**src/rtl/mem_sched_pkg.sv**
```systemverilog
// Shared types and constants for the memory access scheduler.
package mem_sched_pkg;

    localparam int unsigned NREQ           = 3;
    localparam int unsigned ID_W           = 2;
    localparam int unsigned CNT_W          = 4;
    localparam int unsigned ACCESS_CYC_DEF = 2;

    typedef enum logic [1:0] {
        ST_IDLE   = 2'd0,
        ST_LOAD   = 2'd1,
        ST_ACCESS = 2'd2,
        ST_DONE   = 2'd3
    } state_t;

    typedef logic [ID_W-1:0] req_id_t;

    localparam req_id_t REQ_FETCH = 2'd0;
    localparam req_id_t REQ_OPND  = 2'd1;
    localparam req_id_t REQ_DMA   = 2'd2;

    // Successor requester in the 0 -> 1 -> 2 -> 0 ring.
    function automatic req_id_t next_id(input req_id_t id);
        return (id == REQ_DMA) ? REQ_FETCH : req_id_t'(id + 2'd1);
    endfunction

endpackage

```
**src/rtl/rr_arbiter.sv**
```systemverilog
// 3-way requester arbiter: round-robin with MEM_SCHED_RR_EN, fixed priority otherwise.
module rr_arbiter
    import mem_sched_pkg::*;
(
`ifdef MEM_SCHED_RR_EN
    input  logic             CLK,
    input  logic             nCLR,
    input  logic             upd,
    input  req_id_t          upd_id,
`endif
    input  logic [NREQ-1:0]  req,
    output logic             gnt_valid_c,
    output req_id_t          gnt_id_c
);

`ifdef MEM_SCHED_RR_EN
    req_id_t ptr_q;
    req_id_t cand;

    // Pointer moves just past the last winner so it gets lowest priority next.
    always_ff @(posedge CLK) begin
        if (!nCLR) begin
            ptr_q <= REQ_FETCH;
        end else if (upd) begin
            ptr_q <= next_id(upd_id);
        end
    end

    always_comb begin
        gnt_valid_c = 1'b0;
        gnt_id_c    = ptr_q;
        cand        = ptr_q;
        for (int i = 0; i < int'(NREQ); i++) begin
            if (!gnt_valid_c && req[cand]) begin
                gnt_valid_c = 1'b1;
                gnt_id_c    = cand;
            end
            cand = next_id(cand);
        end
    end
`else
    always_comb begin
        gnt_valid_c = |req;
        gnt_id_c    = REQ_FETCH;
        if (req[0]) begin
            gnt_id_c = REQ_FETCH;
        end else if (req[1]) begin
            gnt_id_c = REQ_OPND;
        end else if (req[2]) begin
            gnt_id_c = REQ_DMA;
        end
    end
`endif

endmodule

```
**src/rtl/mem_sched.sv**
```systemverilog
// MAR/RAM access scheduler for fetch, operand and DMA requesters.
// Build option: MEM_SCHED_RR_EN selects round-robin arbitration (default fixed priority).
module mem_sched
    import mem_sched_pkg::*;
#(
    parameter int unsigned ADDR_W     = 16,
    parameter int unsigned ACCESS_CYC = ACCESS_CYC_DEF
) (
    input  logic              CLK,
    input  logic              nCLR,
    input  logic [NREQ-1:0]   req,
    input  logic [NREQ-1:0]   wr,
    input  logic [ADDR_W-1:0] addr0,
    input  logic [ADDR_W-1:0] addr1,
    input  logic [ADDR_W-1:0] addr2,
    output logic [ADDR_W-1:0] mar_din,
    output logic              nLm,
    output logic              nCE,
    output logic              nWE,
    output logic [NREQ-1:0]   ack,
    output logic              busy
);

    state_t            state_q, state_d;
    logic [CNT_W-1:0]  cnt_q, cnt_d;
    req_id_t           win_q, win_d;
    logic              wr_q, wr_d;
    logic [ADDR_W-1:0] mar_d;
    logic              nlm_d, nce_d, nwe_d, busy_d;
    logic [NREQ-1:0]   ack_d;

    logic              gnt_valid_c;
    req_id_t           gnt_id_c;
    logic [ADDR_W-1:0] gnt_addr_c;
    logic              gnt_wr_c;

`ifdef MEM_SCHED_RR_EN
    logic upd_c;
    assign upd_c = (state_q == ST_DONE);
`endif

    rr_arbiter u_arb (
`ifdef MEM_SCHED_RR_EN
        .CLK         (CLK),
        .nCLR        (nCLR),
        .upd         (upd_c),
        .upd_id      (win_q),
`endif
        .req         (req),
        .gnt_valid_c (gnt_valid_c),
        .gnt_id_c    (gnt_id_c)
    );

    // Address and write flag of the current arbitration winner.
    always_comb begin
        gnt_addr_c = addr0;
        gnt_wr_c   = wr[0];
        case (gnt_id_c)
            REQ_FETCH: begin gnt_addr_c = addr0; gnt_wr_c = wr[0]; end
            REQ_OPND:  begin gnt_addr_c = addr1; gnt_wr_c = wr[1]; end
            default:   begin gnt_addr_c = addr2; gnt_wr_c = wr[2]; end
        endcase
    end

    // Outputs are computed for the state being entered, then registered.
    always_comb begin
        state_d = state_q;
        cnt_d   = cnt_q;
        win_d   = win_q;
        wr_d    = wr_q;
        mar_d   = mar_din;
        nlm_d   = 1'b1;
        nce_d   = 1'b1;
        nwe_d   = 1'b1;
        ack_d   = '0;
        case (state_q)
            ST_IDLE: begin
                if (gnt_valid_c) begin
                    win_d   = gnt_id_c;
                    wr_d    = gnt_wr_c;
                    mar_d   = gnt_addr_c;
                    nlm_d   = 1'b0;
                    state_d = ST_LOAD;
                end
            end
            ST_LOAD: begin
                cnt_d   = CNT_W'(ACCESS_CYC - 1);
                nce_d   = 1'b0;
                nwe_d   = ~wr_q;
                state_d = ST_ACCESS;
            end
            ST_ACCESS: begin
                if (cnt_q == '0) begin
                    ack_d   = NREQ'(3'b001 << win_q);
                    state_d = ST_DONE;
                end else begin
                    cnt_d = CNT_W'(cnt_q - 1'b1);
                    nce_d = 1'b0;
                    nwe_d = ~wr_q;
                end
            end
            ST_DONE: begin
                state_d = ST_IDLE;
            end
            default: begin
                state_d = ST_IDLE;
            end
        endcase
        busy_d = (state_d != ST_IDLE);
    end

    always_ff @(posedge CLK) begin
        if (!nCLR) begin
            state_q <= ST_IDLE;
            cnt_q   <= '0;
            win_q   <= REQ_FETCH;
            wr_q    <= 1'b0;
            mar_din <= '0;
            nLm     <= 1'b1;
            nCE     <= 1'b1;
            nWE     <= 1'b1;
            ack     <= '0;
            busy    <= 1'b0;
        end else begin
            state_q <= state_d;
            cnt_q   <= cnt_d;
            win_q   <= win_d;
            wr_q    <= wr_d;
            mar_din <= mar_d;
            nLm     <= nlm_d;
            nCE     <= nce_d;
            nWE     <= nwe_d;
            ack     <= ack_d;
            busy    <= busy_d;
        end
    end

endmodule

```
**config.mk**
```make
export PLATFORM = sky130hd
export DESIGN_NAME = mem_sched
export DESIGN_NICKNAME = d
export VERILOG_FILES = /design/src/rtl/mem_sched_pkg.sv /design/src/rtl/rr_arbiter.sv /design/src/rtl/mem_sched.sv
export SDC_FILE = /design/constraint.sdc
export NUM_CORES = 1
export LEC_CHECK = 0
export CORE_MARGIN = 2
export CORE_UTILIZATION = 44
export DETAILED_ROUTE_END_ITERATION = 6
export PLACE_DENSITY_LB_ADDON = 0.08
export SYNTH_ARGS = -nofsm -noshare
export SYNTH_HDL_FRONTEND = slang
export SYNTH_SLANG_ARGS = --single-unit
export TNS_END_PERCENT = 50
```
**constraint.sdc**
```tcl
create_clock -name CLK -period 2.35 [get_ports CLK]
set_input_delay 0.5875 -clock CLK [delete_from_list [all_inputs] [get_ports CLK]]
set_output_delay 0.5875 -clock CLK [all_outputs]
set_load 0.02 [all_outputs]
```
# [After elaboration in Yosys (flattened, before gate mapping)]
# Cells that the tools add are included.
[word_totals] rom_bits=0 memories=0 ram_bits=0 latchBits=0 wordCells=43 ff_bits=32
[op_classes] n_mux=15 div=0 reduce_logical=10 n_mul=0 eq_ne=5 shift=1 addsub=1 order_cmp=0 bitwise_logic=1
[ops] operator="$pmux W16 S2" n=1
[ops] operator="$mux W2" n=5
[ops] operator="$pmux W2 S4" n=1
[ops] operator="$pmux W4 S2" n=1
[ops] operator="$pmux W1 S2" n=3
[ops] operator="$reduce_and A2 Y1" n=3
[ops] operator="$eq A2 B1 Y1 const B" n=2
[ops] operator="$eq A2 B2 Y1 const B" n=2
[ops] operator="$logic_not A2 Y1" n=2
[ops] operator="$logic_not A4 Y1" n=1
[ops] operator="$mux W4" n=1
[ops] operator="$reduce_bool A2 Y1" n=2
[ops] operator="$sub A4 B1 Y4 const B" n=1
[ops] operator="$mux W1" n=3
[ops] operator="$reduce_and A3 Y1" n=1
[ops] operator="$reduce_or A3 Y1" n=1
[ops] operator="$shl A1 B2 Y3 const A" n=1
[ops] operator="$ne A2 B2 Y1 const B" n=1
[ops] operator="$not A1 Y1" n=1

# [Longest topological paths before layout]
[logic_depth] ltp_word=5 depth_mapped=6

# [Modules after synthesis]
# Synthesis repeated with hierarchy kept, for this count alone.
[unflattened] cells_unflattened=186 hier_area_um2=1597.8
[modules_own_cells] module="mem_sched" cells_each=183 instances=1 seq_area_each_um2=640.6 area_per_inst_um2=1577.8
[modules_own_cells] module="rr_arbiter" cells_each=3 instances=1 seq_area_each_um2=0.0 area_per_inst_um2=20.0

# [Least setup slack after synthesis]
# No wires, ideal clock.
[synth_timing] path_type="input to register" startpoint="input req[0]" endpoint="register wr_q" setup_slack_ns=0.962 t_arrival_ns=1.264 setup_time_ns=0.123 required_time_ns=2.227 path_stages=4 cell_sequence="o31a_2 > buf_6 > o21ai_2 > a31oi_2"
[synth_between] elab_chain_len=3
[synth_rtl] element="start: declaration" line="mem_sched.sv:11" source="input logic [NREQ-1:0] req,"
[synth_rtl] element="$mux W2" line="rr_arbiter.sv:45" source="if (req[0]) begin"
[synth_rtl] element="$eq A2 B1 Y1 or $logic_not A2 Y1 (tied branches)" line="mem_sched.sv:58" source="case (gnt_id_c)"
[synth_rtl] element="$pmux W1 S2" line="mem_sched.sv:58"
[synth_rtl] element="end signal: assignment" line="mem_sched.sv:128" source="wr_q <= wr_d;"
[synth_rtl] element="end: declaration" line="mem_sched.sv:27" source="logic wr_q, wr_d;"
# Parallel ways exist; a longest one is shown, timed or not.
# A chain may end at the register's enable or synchronous reset.

# [Final worst setup path]
[layout_timing] startpoint="register mar_din[5]" endpoint="output mar_din[5]"
[layout_lines] element="start: declaration" line="mem_sched.sv:16" source="output logic [ADDR_W-1:0] mar_din,"
[layout_lines] element="start signal: assignment" line="mem_sched.sv:129" source="mar_din <= mar_d;"
# No word-level cell between the ends.

==> results.md <==
- Run status: finished, final reports clean
- Async SR Flop Fraction: 0
- Setup repair after global routing missed its margin: no
- CP startpoint kind: flop
- Cell with the most instances after synthesis: sky130_fd_sc_hd__nand2_1
- Arrival time at the worst endpoint: 1230 ps
- Overall track demand over capacity in global routing: 0.200
- Clock transition at the registers of the reported paths: 70 ps
- Count of input and output buffers: 78
- Residual DRC count: 0
- Worst hold path type: reg -> reg
- Initial standard-cell utilization of the core: 0.462
- Sequential element share of the synthesized area: 0.373
- Hold_sp: win_q[1]
- Number of global-route vias before repair: 1558
- Final count of negative-setup-slack endpoints: 0
- Cell types occupying the most area after synthesis: sky130_fd_sc_hd__dfxtp_1, sky130_fd_sc_hd__nand2_1, sky130_fd_sc_hd__a21o_1
- Number of nets produced by synthesis: 267
- Worst Path Buf+Inv: 1
- Syn avg cell area: 8.38 µm²
- Total negative slack: 0 ps
- Internal power summed over all cells: 1.55 mW
- Worst slew margin relative to its limit: 0.589
- Antenna Cells: 0
- Met3 routed wirelength: 336 µm
- Clk Tree Root Cell: sky130_fd_sc_hd__clkbuf_8
- Count of flip-flops with a built-in enable after synthesis: 0
- # Max-Cap Violations: 0
- Number of sinks handled by clock tree synthesis: 32
- Family with the most delay on the worst path: buffers and inverters
- Ordered list of cells on the worst path: clkdlybuf4s50_1
- Commonest register cell after synthesis: sky130_fd_sc_hd__dfxtp_1
- Sequential share of power: 0.342
- Maximum fanout along the worst path: 2
- Drt wl/cell: 12.9 µm
- Worst EP required: 1760 ps
- Initial DRC count: 111
- Number of antenna violations at the first check in global routing: 0
- Final wirelength: 4.24 mm
- Number of clock buffers inserted by TritonCTS: 5
- DIE AREA: 0.00442 mm²
- Detailed-route wire length on metal 1: 1.93 mm
- Met2 routed wirelength: 1.92 mm
- Synth cell count leaders: sky130_fd_sc_hd__nand2_1, sky130_fd_sc_hd__dfxtp_1, sky130_fd_sc_hd__a21o_1
- End point of the worst hold path: ack[1]
- Count of standard-cell rows: 22
- Transition time of the tightest slew-check pin: 617 ps
- Number of gates resized after cts: 0
- Clock network latency to the later pin of the worst-skew pair: 280 ps
- Clock tree from TritonCTS: built
- # fillers: 311
- R2R cell count: 5
- Crit path largest cell delay: 620 ps
- Congestion Overflow GR: 0
- Crit. End Element: output port
- Total via count after detailed routing: 1709
- Placeable core area: 0.00372 mm²
- Die width: 66.5 µm
- Endpoint of the worst-slack reg-to-reg timing path: mar_din[15]
- Leakage power: 0.992 nW
- Number of max-slew violations in the final report: 0
- Switching power of the nets: 0.944 mW
- Post-layout minimum cycle time: 1820 ps
- Synthesized cell area: 0.00172 mm²
- Maximum number of pins on one net before global-route repair: 36
- Global-route wire length before repair: 6.84 mm
- I/O pins: 79
- Final #Nets: 342
- First-pass detailed-route iteration total: 4
- Comb pwr share: 0.484
- Synth Instances: 205
- Count of different cell masters after synthesis: 33
- Vertical die dimension: 66.5 µm
- Top Metal Used: met4
- Setup Crit Path Kind: reg -> out
- Area growth from synthesis to layout: 50.3%
- Final clock skew: 2.00 ps
- Final Cycle Share: 0.774
- IR Drop Worst-Case VDD: 0.592 mV
- Areal power density over the cells: 965 mW/mm²
- Yosys Warn Count: 0
- Largest area contributor in the netlist: sky130_fd_sc_hd__dfxtp_1
- Number of vias per cell: 5.19
- Startpoint of the most critical register-to-register path: state_q[0]
- Cts-stage hold buffer count: 0
- RD Place Congestion: 0.840
- Count of H-tree levels built during CTS: 2
- Proportion of power drawn by the clock network: 0.174
- Critical path's slowest cell: sky130_fd_sc_hd__clkdlybuf4s50_1
- Max Clock Freq: 550 MHz
- Switching share of total power: 0.379
- Final number of hold-violating endpoints: 0
- Post-CTS setup buffer count: 0
- Share of the synthesized area in the top cell type: 0.373
- Longest Clk Path Bufs: 2
- R2R Setup Slk: 630 ps
- Count of state elements after synthesis: 32
- Post-route antenna net violation count: 0
- Post-detail-place hpwl: 3.09 mm
- Number of cells traversed by the worst hold path: 1
- Proportion of layout cells with a drive suffix above 1: 0.0641
- Final Util: 0.695
[worst max path at each step]
| stage | start | to | cells after the start |
|---|---|---|---|
| after detailed placement | req[1] | mar_din[7] | 4 |
| after CTS | mar_din[7] | mar_din[7] | 1 |
| final | mar_din[5] | mar_din[5] | 1 |
| after global routing | req[1] | mar_din[5] | 4 |
| after global placement | req[1] | mar_din[6] | 4 |
| after floorplan | req[0] | wr_q | 4 |
[cell families after synthesis]
family / share of synthesized area
compound gates: 0.274
fa+ha+maj: 0.0437
buf+inv: 0.0830
flops: 0.373
simple gates: 0.227
[final cells by class]
cell class	count	area (µm²)	share of cell area
Clock inverter	1	7.51	0.00291
Sequential cell	32	641	0.248
Inverter	7	26.3	0.0102
Multi-Input combinational cell	150	935	0.362
Timing Repair Buffer	84	826	0.320
Clock buffer	7	86.3	0.0334
Tap cell	48	60.1	0.0233
[power groups by stage]
stage               combinational (mW)  clock [mW]  sequential [mW]
floorplan                        0.597           0             1.03
global placement                  1.19           0            0.861
detailed placement                1.21           0            0.858
CTS                               1.21       0.440            0.850
global route                      1.33       0.471            0.877
finish                            1.21       0.433            0.851
[placed cells by master (no fill, tap or decap), types with 2 or more instances in the layout]
cell,n
sky130_fd_sc_hd__clkdlybuf4s50_1,78
sky130_fd_sc_hd__nand2_1,39
sky130_fd_sc_hd__and2_1,2
sky130_fd_sc_hd__o21ai_1,11
sky130_fd_sc_hd__inv_1,7
sky130_fd_sc_hd__nand3_1,2
sky130_fd_sc_hd__nand3b_1,17
sky130_fd_sc_hd__a21o_1,18
sky130_fd_sc_hd__o21ai_0,11
sky130_fd_sc_hd__a21boi_0,3
sky130_fd_sc_hd__nor3_1,3
sky130_fd_sc_hd__buf_4,6
sky130_fd_sc_hd__dfxtp_1,32
sky130_fd_sc_hd__clkbuf_8,6
sky130_fd_sc_hd__a21oi_1,2
sky130_fd_sc_hd__a31oi_1,16
sky130_fd_sc_hd__nor3b_1,2
sky130_fd_sc_hd__nor2b_1,2
sky130_fd_sc_hd__ha_1,6
sky130_fd_sc_hd__a32oi_1,2
sky130_fd_sc_hd__nor2_1,3
[flip-flops by register name, summed over array words and instances, names as in the netlist, 2 cells and up]
signal,count
cnt_q,4
mar_din,16
win_q,2
state_q,2
ack,3
[metrics by stage]
stage | total power, mW | hold slack (ps) | instance area, µm² | cells | setup WS [ps]
2_1_floorplan | 1.62 | 435 | 1720 | 205 | 962
3_3_place_gp | 2.05 | 455 | 2490 | 321 | 318
3_5_place_dp | 2.07 | 459 | 2490 | 321 | 258
4_1_cts | 2.50 | 473 | 2580 | 329 | 521
5_1_grt | 2.68 | 509 | 2580 | 329 | 369
6_report | 2.49 | 474 | 2580 | 329 | 530
[routing by layer]
metal,global-route usage,vias up
li1,-,878
met1,0.254,767
met2,0.323,58
met3,0.0608,6
met4,0.0612,0
met5,0,-
No activity file was read; power rests on OpenSTA's default activity.
